==> src/rtl/des_pkg.sv <==
`default_nettype none
// ============================================================================
//  Module   : des_pkg
//  Purpose  : Shared DES constants: PC-1/PC-2 selection tables, key-shift
//             schedule, widths and key-schedule FSM state encoding.
//  Revision : 1.0  initial release
// ============================================================================
package des_pkg;

    localparam int KEY_W    = 64;
    localparam int CD_W     = 56;
    localparam int HALF_W   = 28;
    localparam int SUBKEY_W = 48;
    localparam int ROUNDS   = 16;
    localparam int ROUND_W  = 4;

    // Entries are 1-based DES bit numbers, DES bit 1 being the MSB.
    localparam int PC1 [CD_W] = '{
        57, 49, 41, 33, 25, 17,  9,
         1, 58, 50, 42, 34, 26, 18,
        10,  2, 59, 51, 43, 35, 27,
        19, 11,  3, 60, 52, 44, 36,
        63, 55, 47, 39, 31, 23, 15,
         7, 62, 54, 46, 38, 30, 22,
        14,  6, 61, 53, 45, 37, 29,
        21, 13,  5, 28, 20, 12,  4
    };

    localparam int PC2 [SUBKEY_W] = '{
        14, 17, 11, 24,  1,  5,
         3, 28, 15,  6, 21, 10,
        23, 19, 12,  4, 26,  8,
        16,  7, 27, 20, 13,  2,
        41, 52, 31, 37, 47, 55,
        30, 40, 51, 45, 33, 48,
        44, 49, 39, 56, 34, 53,
        46, 42, 50, 36, 29, 32
    };

    // Left-rotate amount applied before subkey K(i+1).
    localparam logic [1:0] SHIFTS [ROUNDS] = '{
        2'd1, 2'd1, 2'd2, 2'd2, 2'd2, 2'd2, 2'd2, 2'd2,
        2'd1, 2'd2, 2'd2, 2'd2, 2'd2, 2'd2, 2'd2, 2'd1
    };

    typedef enum logic [0:0] {
        ST_IDLE = 1'b0,
        ST_RUN  = 1'b1
    } state_t;

endpackage : des_pkg
`default_nettype wire

==> src/rtl/des_pc2.sv <==
`default_nettype none
// ============================================================================
//  Module   : des_pc2
//  Purpose  : Combinational DES Permuted Choice 2, 56-bit {C,D} -> 48-bit key.
//  Revision : 1.0  initial release
// ============================================================================
module des_pc2
    import des_pkg::*;
(
    input  logic [CD_W-1:0]     cd,
    output logic [SUBKEY_W-1:0] subkey
);

    always_comb begin
        subkey = '0;
        for (int i = 0; i < SUBKEY_W; i++) begin
            subkey[SUBKEY_W-1-i] = cd[CD_W-PC2[i]];
        end
    end

endmodule : des_pc2
`default_nettype wire

==> src/rtl/des_key_schedule.sv <==
`default_nettype none
// ============================================================================
//  Module   : des_key_schedule
//  Purpose  : Sequential DES subkey generator streaming K1..K16 (or K16..K1)
//             over a valid/ready handshake. Reverse order requires the
//             DES_KEY_DECRYPT_EN build macro; otherwise Decrypt is ignored.
//  Revision : 1.0  initial release
// ============================================================================
module des_key_schedule
    import des_pkg::*;
(
    input  logic                Clk,
    input  logic                Reset,
    input  logic                Start,
    input  logic [KEY_W-1:0]    Key,
    input  logic                Decrypt,
    input  logic                SubKeyReady,
    output logic [SUBKEY_W-1:0] SubKey,
    output logic                SubKeyValid,
    output logic [ROUND_W-1:0]  Round,
    output logic                Busy,
    output logic                Done
);

    function automatic logic [CD_W-1:0] pc1(input logic [KEY_W-1:0] key);
        logic [CD_W-1:0] cd;
        cd = '0;
        for (int i = 0; i < CD_W; i++) begin
            cd[CD_W-1-i] = key[KEY_W-PC1[i]];
        end
        return cd;
    endfunction

    function automatic logic [HALF_W-1:0] rotl(input logic [HALF_W-1:0] x,
                                               input logic [1:0] amt);
        return (amt == 2'd2) ? {x[HALF_W-3:0], x[HALF_W-1:HALF_W-2]}
                             : {x[HALF_W-2:0], x[HALF_W-1]};
    endfunction

`ifdef DES_KEY_DECRYPT_EN
    function automatic logic [HALF_W-1:0] rotr(input logic [HALF_W-1:0] x,
                                               input logic [1:0] amt);
        return (amt == 2'd2) ? {x[1:0], x[HALF_W-1:2]}
                             : {x[0], x[HALF_W-1:1]};
    endfunction
`endif

    state_t               r_state;
    logic [HALF_W-1:0]    r_c;
    logic [HALF_W-1:0]    r_d;
    logic [ROUND_W-1:0]   r_round;
    logic                 r_valid;
    logic                 r_busy;
    logic                 r_done;

    logic [CD_W-1:0]      w_cd0;
    logic [HALF_W-1:0]    w_c_load;
    logic [HALF_W-1:0]    w_d_load;
    logic [HALF_W-1:0]    w_c_next;
    logic [HALF_W-1:0]    w_d_next;
    logic [ROUND_W-1:0]   w_round_next;
    logic [1:0]           w_shift;
    logic                 w_fire;
    logic                 w_unused_parity;

    // Parity bits (DES bits 8,16,..,64) never reach PC-1.
    assign w_unused_parity = ^{Key[56], Key[48], Key[40], Key[32],
                               Key[24], Key[16], Key[8],  Key[0]};

    assign w_cd0        = pc1(Key);
    assign w_round_next = r_round + 4'd1;
    assign w_shift      = SHIFTS[w_round_next];
    assign w_fire       = r_valid & SubKeyReady;

`ifdef DES_KEY_DECRYPT_EN
    logic r_dir;

    // Decrypt starts from the unrotated C0/D0: total rotation is 28, so that is K16.
    assign w_c_load = Decrypt ? w_cd0[CD_W-1:HALF_W] : rotl(w_cd0[CD_W-1:HALF_W], 2'd1);
    assign w_d_load = Decrypt ? w_cd0[HALF_W-1:0]    : rotl(w_cd0[HALF_W-1:0], 2'd1);
    assign w_c_next = r_dir ? rotr(r_c, w_shift) : rotl(r_c, w_shift);
    assign w_d_next = r_dir ? rotr(r_d, w_shift) : rotl(r_d, w_shift);
`else
    logic w_unused_decrypt;

    assign w_unused_decrypt = Decrypt;
    assign w_c_load = rotl(w_cd0[CD_W-1:HALF_W], 2'd1);
    assign w_d_load = rotl(w_cd0[HALF_W-1:0], 2'd1);
    assign w_c_next = rotl(r_c, w_shift);
    assign w_d_next = rotl(r_d, w_shift);
`endif

    always_ff @(posedge Clk) begin
        if (Reset) begin
            r_state <= ST_IDLE;
            r_c     <= '0;
            r_d     <= '0;
            r_round <= '0;
            r_valid <= 1'b0;
            r_busy  <= 1'b0;
            r_done  <= 1'b0;
`ifdef DES_KEY_DECRYPT_EN
            r_dir   <= 1'b0;
`endif
        end else begin
            r_done <= 1'b0;
            case (r_state)
                ST_IDLE: begin
                    if (Start) begin
                        r_state <= ST_RUN;
                        r_c     <= w_c_load;
                        r_d     <= w_d_load;
                        r_round <= '0;
                        r_valid <= 1'b1;
                        r_busy  <= 1'b1;
`ifdef DES_KEY_DECRYPT_EN
                        r_dir   <= Decrypt;
`endif
                    end
                end
                ST_RUN: begin
                    if (w_fire) begin
                        if (r_round == 4'd15) begin
                            r_state <= ST_IDLE;
                            r_valid <= 1'b0;
                            r_busy  <= 1'b0;
                            r_done  <= 1'b1;
                        end else begin
                            r_round <= w_round_next;
                            r_c     <= w_c_next;
                            r_d     <= w_d_next;
                        end
                    end
                end
                default: r_state <= ST_IDLE;
            endcase
        end
    end

    des_pc2 u_pc2 (
        .cd     ({r_c, r_d}),
        .subkey (SubKey)
    );

    assign SubKeyValid = r_valid;
    assign Round       = r_round;
    assign Busy        = r_busy;
    assign Done        = r_done;

endmodule : des_key_schedule
`default_nettype wire

==> config.mk <==
export PLATFORM = sky130hd
export DESIGN_NAME = des_key_schedule
export DESIGN_NICKNAME = d
export VERILOG_FILES = /design/src/rtl/des_pkg.sv /design/src/rtl/des_pc2.sv /design/src/rtl/des_key_schedule.sv
export SDC_FILE = /design/constraint.sdc
export NUM_CORES = 1
export LEC_CHECK = 0
export BUFFER_PORTS_ARGS = -buffer_cell sky130_fd_sc_hd__buf_2
export CORE_MARGIN = 2
export CORE_UTILIZATION = 54
export CTS_BUF_LIST = sky130_fd_sc_hd__clkbuf_4
export DETAILED_ROUTE_END_ITERATION = 8
export PLACE_DENSITY = 0.93
export SLEW_MARGIN = 10
export SYNTH_ARGS = -nofsm -noshare
export SYNTH_HDL_FRONTEND = slang
export SYNTH_SLANG_ARGS = --single-unit
==> constraint.sdc <==
create_clock -name Clk -period 2.3 [get_ports Clk]
set_input_delay 0.46 -clock Clk [delete_from_list [all_inputs] [get_ports Clk]]
set_output_delay 0.46 -clock Clk [all_outputs]
set_load 0.05 [all_outputs]
After elaboration in Yosys (flattened, before gate mapping)
Memories as Yosys holds them, arrays and structs flattened.
Cells that the tools add are included.

word-level totals
  logic and storage cells = 47
  register bits = 63
  output and inout port bits = 55
  bits in read-only memories = 32
  memories = 1

operators by class
  order comparisons = 1
  multiplexer cells = 25
  $add $sub $neg = 1
  reductions and logical operators = 3
  equality and inequality tests = 6
  bitwise logic cells = 4

memories
  name             words  bits a word  rd ports  clocked after Yosys merged registers in  write ports  line                    text
  (no name shown)  16     2            1         0                                        0            des_key_schedule.sv:72  assign w_shift = SHIFTS[w_round_next];

operator list
  kind                                                              number
  28-bit two-way mux                                                8
  28-bit case mux with 2 select lines                               2
  4-bit two-way mux                                                 3
  4-bit case mux with 2 select lines                                1
  1-bit two-way mux                                                 7
  3-bit AND reduction                                               2
  5-bit >= comparator (second input constant)                       1
  4-bit NOT with 5-bit output                                       1
  4-bit by 1-bit adder with 4-bit output (second input constant)    1
  4-bit equality test (second input constant)                       1
  2-bit two-way mux                                                 2
  2-bit by 1-bit != test with 1-bit output (second input constant)  2
  2-bit != test (second input constant)                             2
  1-bit case mux with 2 select lines                                2
  3-bit OR reduction                                                1
  2-bit equality test (second input constant)                       1
  1-bit NOT                                                         2
  1-bit bitwise AND                                                 1

Longest topological paths before layout
Gate-level depths: netlist (run 1).

  word-level depth = 10
  mapped depth = 8
  depth with buffers taken out = 6

Modules after synthesis
From an unflattened synthesis (run 1), not the netlist that was laid out.

second synthesis, totals
  cell total of the unflattened synthesis = 500
  area total of the unflattened synthesis = 4176.5 µm²

modules (own cells, without submodules)
  module            cells an instance  seq. area each (µm²)  instances  area each (µm²)
  des_key_schedule  452                1261.2                1          3816.2
  des_pc2           48                 0.0                   1          360.3

Worst setup path before layout (run 1)
Ideal clock, no wire load.

  path type = register to register
  start point = register r_round[1], in the netlist Round[1]
  end point = register r_c[25]
  slack = 0.152 ns
  setup time = 0.125 ns
  stages on the path, launching flop included = 8
  buffers on the path = 2
  period minus slack after synthesis = 2.148 ns
  data arrival time = 2.023 ns
  data required time = 2.175 ns
  cells stage by stage = dfxtp_1 ha_1 xor2_1 o22a_2 buf_4 buf_4 o211ai_1 a31oi_1

on the way
  word-level cells in the longest chain between the ends = 10
  elaborated cells between the ends (all ways) = 13
  classes of those cells = add/sub (1); eq/ne (3); mux (6); bitwise (1); reduce/logical (1); memory (1)

ends and longest elaborated chain
  element                                                line                     text
  from (decl)                                            des_key_schedule.sv:51   logic [ROUND_W-1:0] r_round;
  from (signal assigned)                                 des_key_schedule.sv:129  r_round <= w_round_next;
  4-bit by 1-bit adder with 4-bit output                 des_key_schedule.sv:71   assign w_round_next = r_round + 4'd1;
  4-bit NOT with 5-bit output (not written as such)      des_key_schedule.sv:72
  memory read 16 x 2 bit                                 -
  2-bit two-way mux (not written as such) (2 in series)  des_key_schedule.sv:72
  2-bit equality test                                    des_key_schedule.sv:36   return (amt == 2'd2) ? {x[HALF_W-3:0], x[HALF_W-1:HALF_W-2]}
  28-bit two-way mux                                     des_key_schedule.sv:36
  28-bit two-way mux                                     des_key_schedule.sv:123  if (r_round == 4'd15) begin
  28-bit two-way mux                                     des_key_schedule.sv:122  if (w_fire) begin
  28-bit case mux with 2 select lines                    des_key_schedule.sv:107  case (r_state)
  to (signal assigned)                                   des_key_schedule.sv:111  r_c <= w_c_load;
  to (signal assigned)                                   des_key_schedule.sv:130  r_c <= w_c_next;
  to (decl)                                              des_key_schedule.sv:49   logic [HALF_W-1:0] r_c;

Several ways; a longest one is shown, not always the timed one. The select of a mux whose other input is x is not followed.
A chain may end at the register's enable or synchronous reset.

Final worst setup path (run 1)
  start point = register r_round[0], in the netlist Round[0]
  end point = register r_c[6]

The elaborated chain is that of the path after synthesis.

==> metrics, run 1 <==
Starting DRT DRC Count around 300; FMAX ~460 MHz; type of the most critical hold path input port to flop; Area contributors post-synth dfxtp_1, buf_4, o211ai_1; most common cell in the netlist dfxtp_1; setup violators final 0; CTS tree done; fin. max-slew vios 0; initial core utilization 0.563; largest area contributor in the netlist dfxtp_1; Hold Crit Depth 2; share of total power in combinational logic 0.249; Post-synth EDFFs 0; clk_lat worst skew about 420 ps; GPL Wtd Cong 0.816; initial antenna violation count 1; Peak VDD IR 0.000307 V; cts repair resizes 0; Hold Path Sink r_state; R2R depth 6; hold path start Start; DRT antenna net count 0; Post-route DRC 0; clock sink count 63; sw frac 0.358; core area 7290 µm²; Post-CTS Setup Inserts 0; Post-Syn Area 4110 µm²; post-synth cell types 32; commonest register cell after synthesis dfxtp_1; total grt overflow 0; max_cap viols 0; area grow syn2layout 9.23%; synth warn 0; Worst-path clk slew 110 ps; Ports 124; routed vias/inst ~6.6; gr usage total 0.264; layout cells sized above 1 0.291; Max stage delay on crit path 500 ps; share of the synthesized area in the top cell type 0.307; Worst setup EP type flop; Worst Path Required 2640 ps; DRT Wirelength about 11 mm; CTS H-tree depth 3; Net Sw Power 1090 µW; fillcell total 687; Die Span Y a little over 90 µm; WL/cell around 18 µm; CP max-delay cell dfxtp_1; Post-synth ARST share 0; clock buffer count from CTS 9; first-pass GRT wire length 18.4 mm; vias post-DR 4175; PortBufs ~110; setup TNS 0 ps; outcome finished clean; area of the multi-input gates between 2000 and 2500 µm²; internal power 1950 µW; fin crit period 2150 ps; Rows 31; Ant. Diodes 0; largest net degree at the start of global routing about 110; DP HPWL roughly 7 mm; top post-synthesis cells by count dfxtp_1, a21oi_1, buf_4, a31oi_1, o211ai_1; Power Dens Cells between 600 and 700 nW/µm²; Clock Skews 17.9 ps; clock root cell clkbuf_4; Non-Filler Instances between 600 and 700; maximum fanout along the worst path 56; Clock power frac 0.330; post-synthesis average cell area between 8 and 9 µm²; die area 8320 µm²; flip-flop and latch area 1260 µm²; Final Cycle Share 0.935; FF-to-FF Start Round[0]; First-pass DRT Iterations 7; Final nets 601; worst path arrival time 2490 ps; Synthesized Nets 573; startpoint types flop; clk buf depth 2; die width 91.2 µm; R2R setup slack 150 ps; RSZ-0062 raised after global routing no; worst reg2reg path endpoint r_c[6]; vias in the first global route 3920; Yosys reg bits 63; Leak Pwr between 0.0015 and 0.002 µW; sequential share of power 0.421; Fin. Hold Viols 0; placed instance count 616; worst slew pin tran roughly 1100 ps; Post-Synthesis Cells 500; CP Cell Sequence ha_1 > xor2_1 > o22a_2 > buf_12 > o211ai_1 > a31oi_1; WS Path Type flop to flop; post-synthesis sequential area ratio 0.307; hold_buf cts 0; worst rel slew slack 0.284
-- layer usage --
layer / share of wire / GRT usage
met2: 0.48 / 0.447
met3: 0.078 / 0.0581
met4: 0.013 / 0.0909
met5: 0.0012 / 0
met1: 0.43 / 0.333
-- cells by family after synthesis --
group                    Yosys count  share of synthesized area
buffers and inverters            115                      0.176
flip-flops                        63                      0.307
AO/OA/AOI/OAI                    241                      0.386
XOR/XNOR                           1                    0.00213
adder cells (fa/ha/maj)            4                     0.0122
AND/OR/NAND/NOR                   76                      0.116
-- through the flow --
step	power [µW]	worst slack (ps)	util	hold slack, ps	cell area (µm²)
global route	3160	2.20	0.615	259	4490
global placement	2030	307	0.589	485	4300
detailed placement	2060	197	0.589	491	4300
floorplan	1950	152	-	475	4110
CTS	3040	153	0.615	270	4490
finish	3040	149	0.615	279	4490
-- power by group through the flow --
stage / combinational [µW] / sequential (µW) / clock [µW]
floorplan: 670 / 1280 / 0
CTS: 756 / 1280 / 1010
global route: 805 / 1290 / 1060
detailed placement: 754 / 1300 / 0
global placement: 736 / 1300 / 0
finish: 757 / 1280 / 1000
-- how the worst max path moves through the flow --
stage,startpoint,endpoint,slack [ps]
floorplan,Round[1],r_c[25],150
global placement,Round[0],r_d[3],310
detailed placement,Round[0],r_c[6],200
CTS,Round[0],r_c[6],150
global route,Round[0],r_d[3],2
finish,Round[0],r_c[6],150
-- final cells by class --
class / instances / share of cell area
clock buffer: 9 / 0.0151
clock inverter: 7 / 0.0268
inverter: 3 / 0.00251
multi-input combinational: 322 / 0.483
sequential: 63 / 0.282
tap: 99 / 0.0276
timing repair buffer: 129 / 0.163
-- critical path, delay by kind of cell, from the launching register on --
family / cells / cell delay (ps)
AOI/OAI and AO/OA: 3 / 620
xor gates and xnor gates: 1 / 310
adders and majority gates: 1 / 370
buffers and inverters: 1 / 240
DFF: 1 / 500
-- state kept, by name, summed over array words and instances, names as in the netlist --
register	cells
r_d	28
Busy	1
Round	4
Done	1
r_c	28
r_state	1
-- cell usage in the layout, fill, tap and decap left out, types with 3 or more instances in the layout --
| cell | count |
|---|---|
| nand3_1 | 4 |
| and3_1 | 3 |
| buf_2 | 114 |
| a31oi_1 | 57 |
| bufinv_16 | 3 |
| a21oi_1 | 61 |
| buf_4 | 11 |
| nor2_1 | 3 |
| ha_1 | 4 |
| buf_12 | 4 |
| clkbuf_4 | 9 |
| o211ai_1 | 57 |
| o21bai_1 | 56 |
| dfxtp_1 | 62 |
| nand4_1 | 56 |
No activity file was read; power rests on OpenSTA's default activity.
==> run 2: changes to the inputs <==
CORE_UTILIZATION = 58   (was 54)
PLACE_DENSITY = 0.95   (was 0.93)
clock period = 2.8 ns   (was 2.3 ns; I/O delays follow)
==> metrics, run 2 (same netlist as run 1, synthesis figures left out) <==
outcome finished clean; die width slightly below 90 µm; fin. max-slew vios 0; clock buffer count from CTS 9; clock sink count 63; setup TNS 0 ps; RSZ-0062 raised after global routing no; die area 7770 µm²; WS Path Type flop to flop; worst path arrival time between 2000 and 3000 ps; total grt overflow 0; Power Dens Cells 511 nW/µm²; Leak Pwr 0.00177 µW; Die Span Y 88.1 µm; commonest non-fill, non-tap cell in the layout buf_2; WL/cell 17.5 µm; CTS H-tree depth 3; Final Cycle Share 0.842; FMAX 424 MHz; Ant. Diodes 0; initial antenna violation count 1; type of the most critical hold path input port to flop; clk buf depth 2; maximum fanout along the worst path 24; initial core utilization 0.601; worst slew pin tran 976 ps; Final Power approximately 2200 µW; First-pass DRT Iterations 5; worst rel slew slack 0.348; Ports 124; Clock Skews 11.5 ps; Worst-path clk slew approximately 90 ps; core area 6830 µm²; Fin. Hold Viols 0; DRT Wirelength 10.9 mm; first-pass GRT wire length 17.2 mm; area grow syn2layout 6.43%; cts repair resizes 0; hold_buf cts 0; Rows 30; DP HPWL around 6.8 mm; max_cap viols 0; clk_lat worst skew 390 ps; CTS tree done; setup violators final 0; Worst Path Required 3110 ps; vias post-DR 4155; GPL Wtd Cong ~0.82; design area between 4000 and 5000 µm²; clock root cell clkbuf_4; DRT antenna net count 0; most frequent cells in the layout buf_2, dfxtp_1, a21oi_1; PortBufs 114; Final nets 597; Post-route DRC 0; Post-CTS Setup Inserts 0; fillcell total 614; Post-Place Cell Area 4260 µm²; largest net degree at the start of global routing 87; fin crit period 2360 ps; Worst setup EP type flop; gr usage total 0.277; startpoint types flop; routed vias/inst 6.69; Peak VDD IR 0.000217 V; vias in the first global route 3692; layout cells sized above 1 0.278; Starting DRT DRC Count 349
## run 2: cell types whose count changed in the layout (fill, tap and decap cells not counted)
| cell | change |
|---|---|
| buf_4 | -4 |
| bufinv_16 | -2 |
| clkinv_1 | +1 |
| clkinv_4 | -1 |
| clkinvlp_4 | -1 |
| inv_6 | -1 |
## run 2: worst paths after layout
path,startpoint,to,slack [ps],cells after the start
hold / removal,Start,r_state,400,2
setup reg to reg,Round[0],r_d[3],440,7
hold reg to reg,r_c[3],r_c[4],520,2
setup / recovery,Round[0],r_d[3],440,7
## run 2: metal layers
layer  GRT usage  part of all wire  vias up
met5           0            0.0012        -
met4       0.117             0.016        2
met3      0.0726             0.089       23
met2       0.444              0.47      227
met1       0.354              0.42     1960
li1            -                 -     1943
## run 2: power by group
part	total [µW]	internal, µW	switching (µW)
sequential	1060	971	86.2
combinational	614	175	439
clock	562	249	313
## run 2: metrics by stage
| step | util | hold slack, ps | cells | worst slack (ps) |
|---|---|---|---|---|
| floorplan | - | 475 | 500 | 652 |
| global placement | 0.624 | 488 | 609 | 626 |
| detailed placement | 0.624 | 501 | 609 | 519 |
| CTS | 0.640 | 376 | 621 | 453 |
| global route | 0.640 | 372 | 621 | 286 |
| finish | 0.640 | 399 | 621 | 444 |
## run 2: layout make-up
| class | instances | area, µm² | share of cell area |
|---|---|---|---|
| Multi-Input combinational cell | 322 | 2160 | 0.495 |
| Sequential cell | 63 | 1260 | 0.289 |
| Timing Repair Buffer | 125 | 703 | 0.161 |
| Tap cell | 96 | 120 | 0.0275 |
| Clock buffer | 9 | 67.6 | 0.0155 |
| Clock inverter | 3 | 38.8 | 0.00887 |
| Inverter | 3 | 11.3 | 0.00258 |
## run 2: critical path: stages (launching register included)
cell      delay (ps)
dfxtp_1          500
inv_1            120
ha_1             240
nor4b_2          440
a211o_2          420
buf_12           220
o211ai_1         100
a31oi_1          230
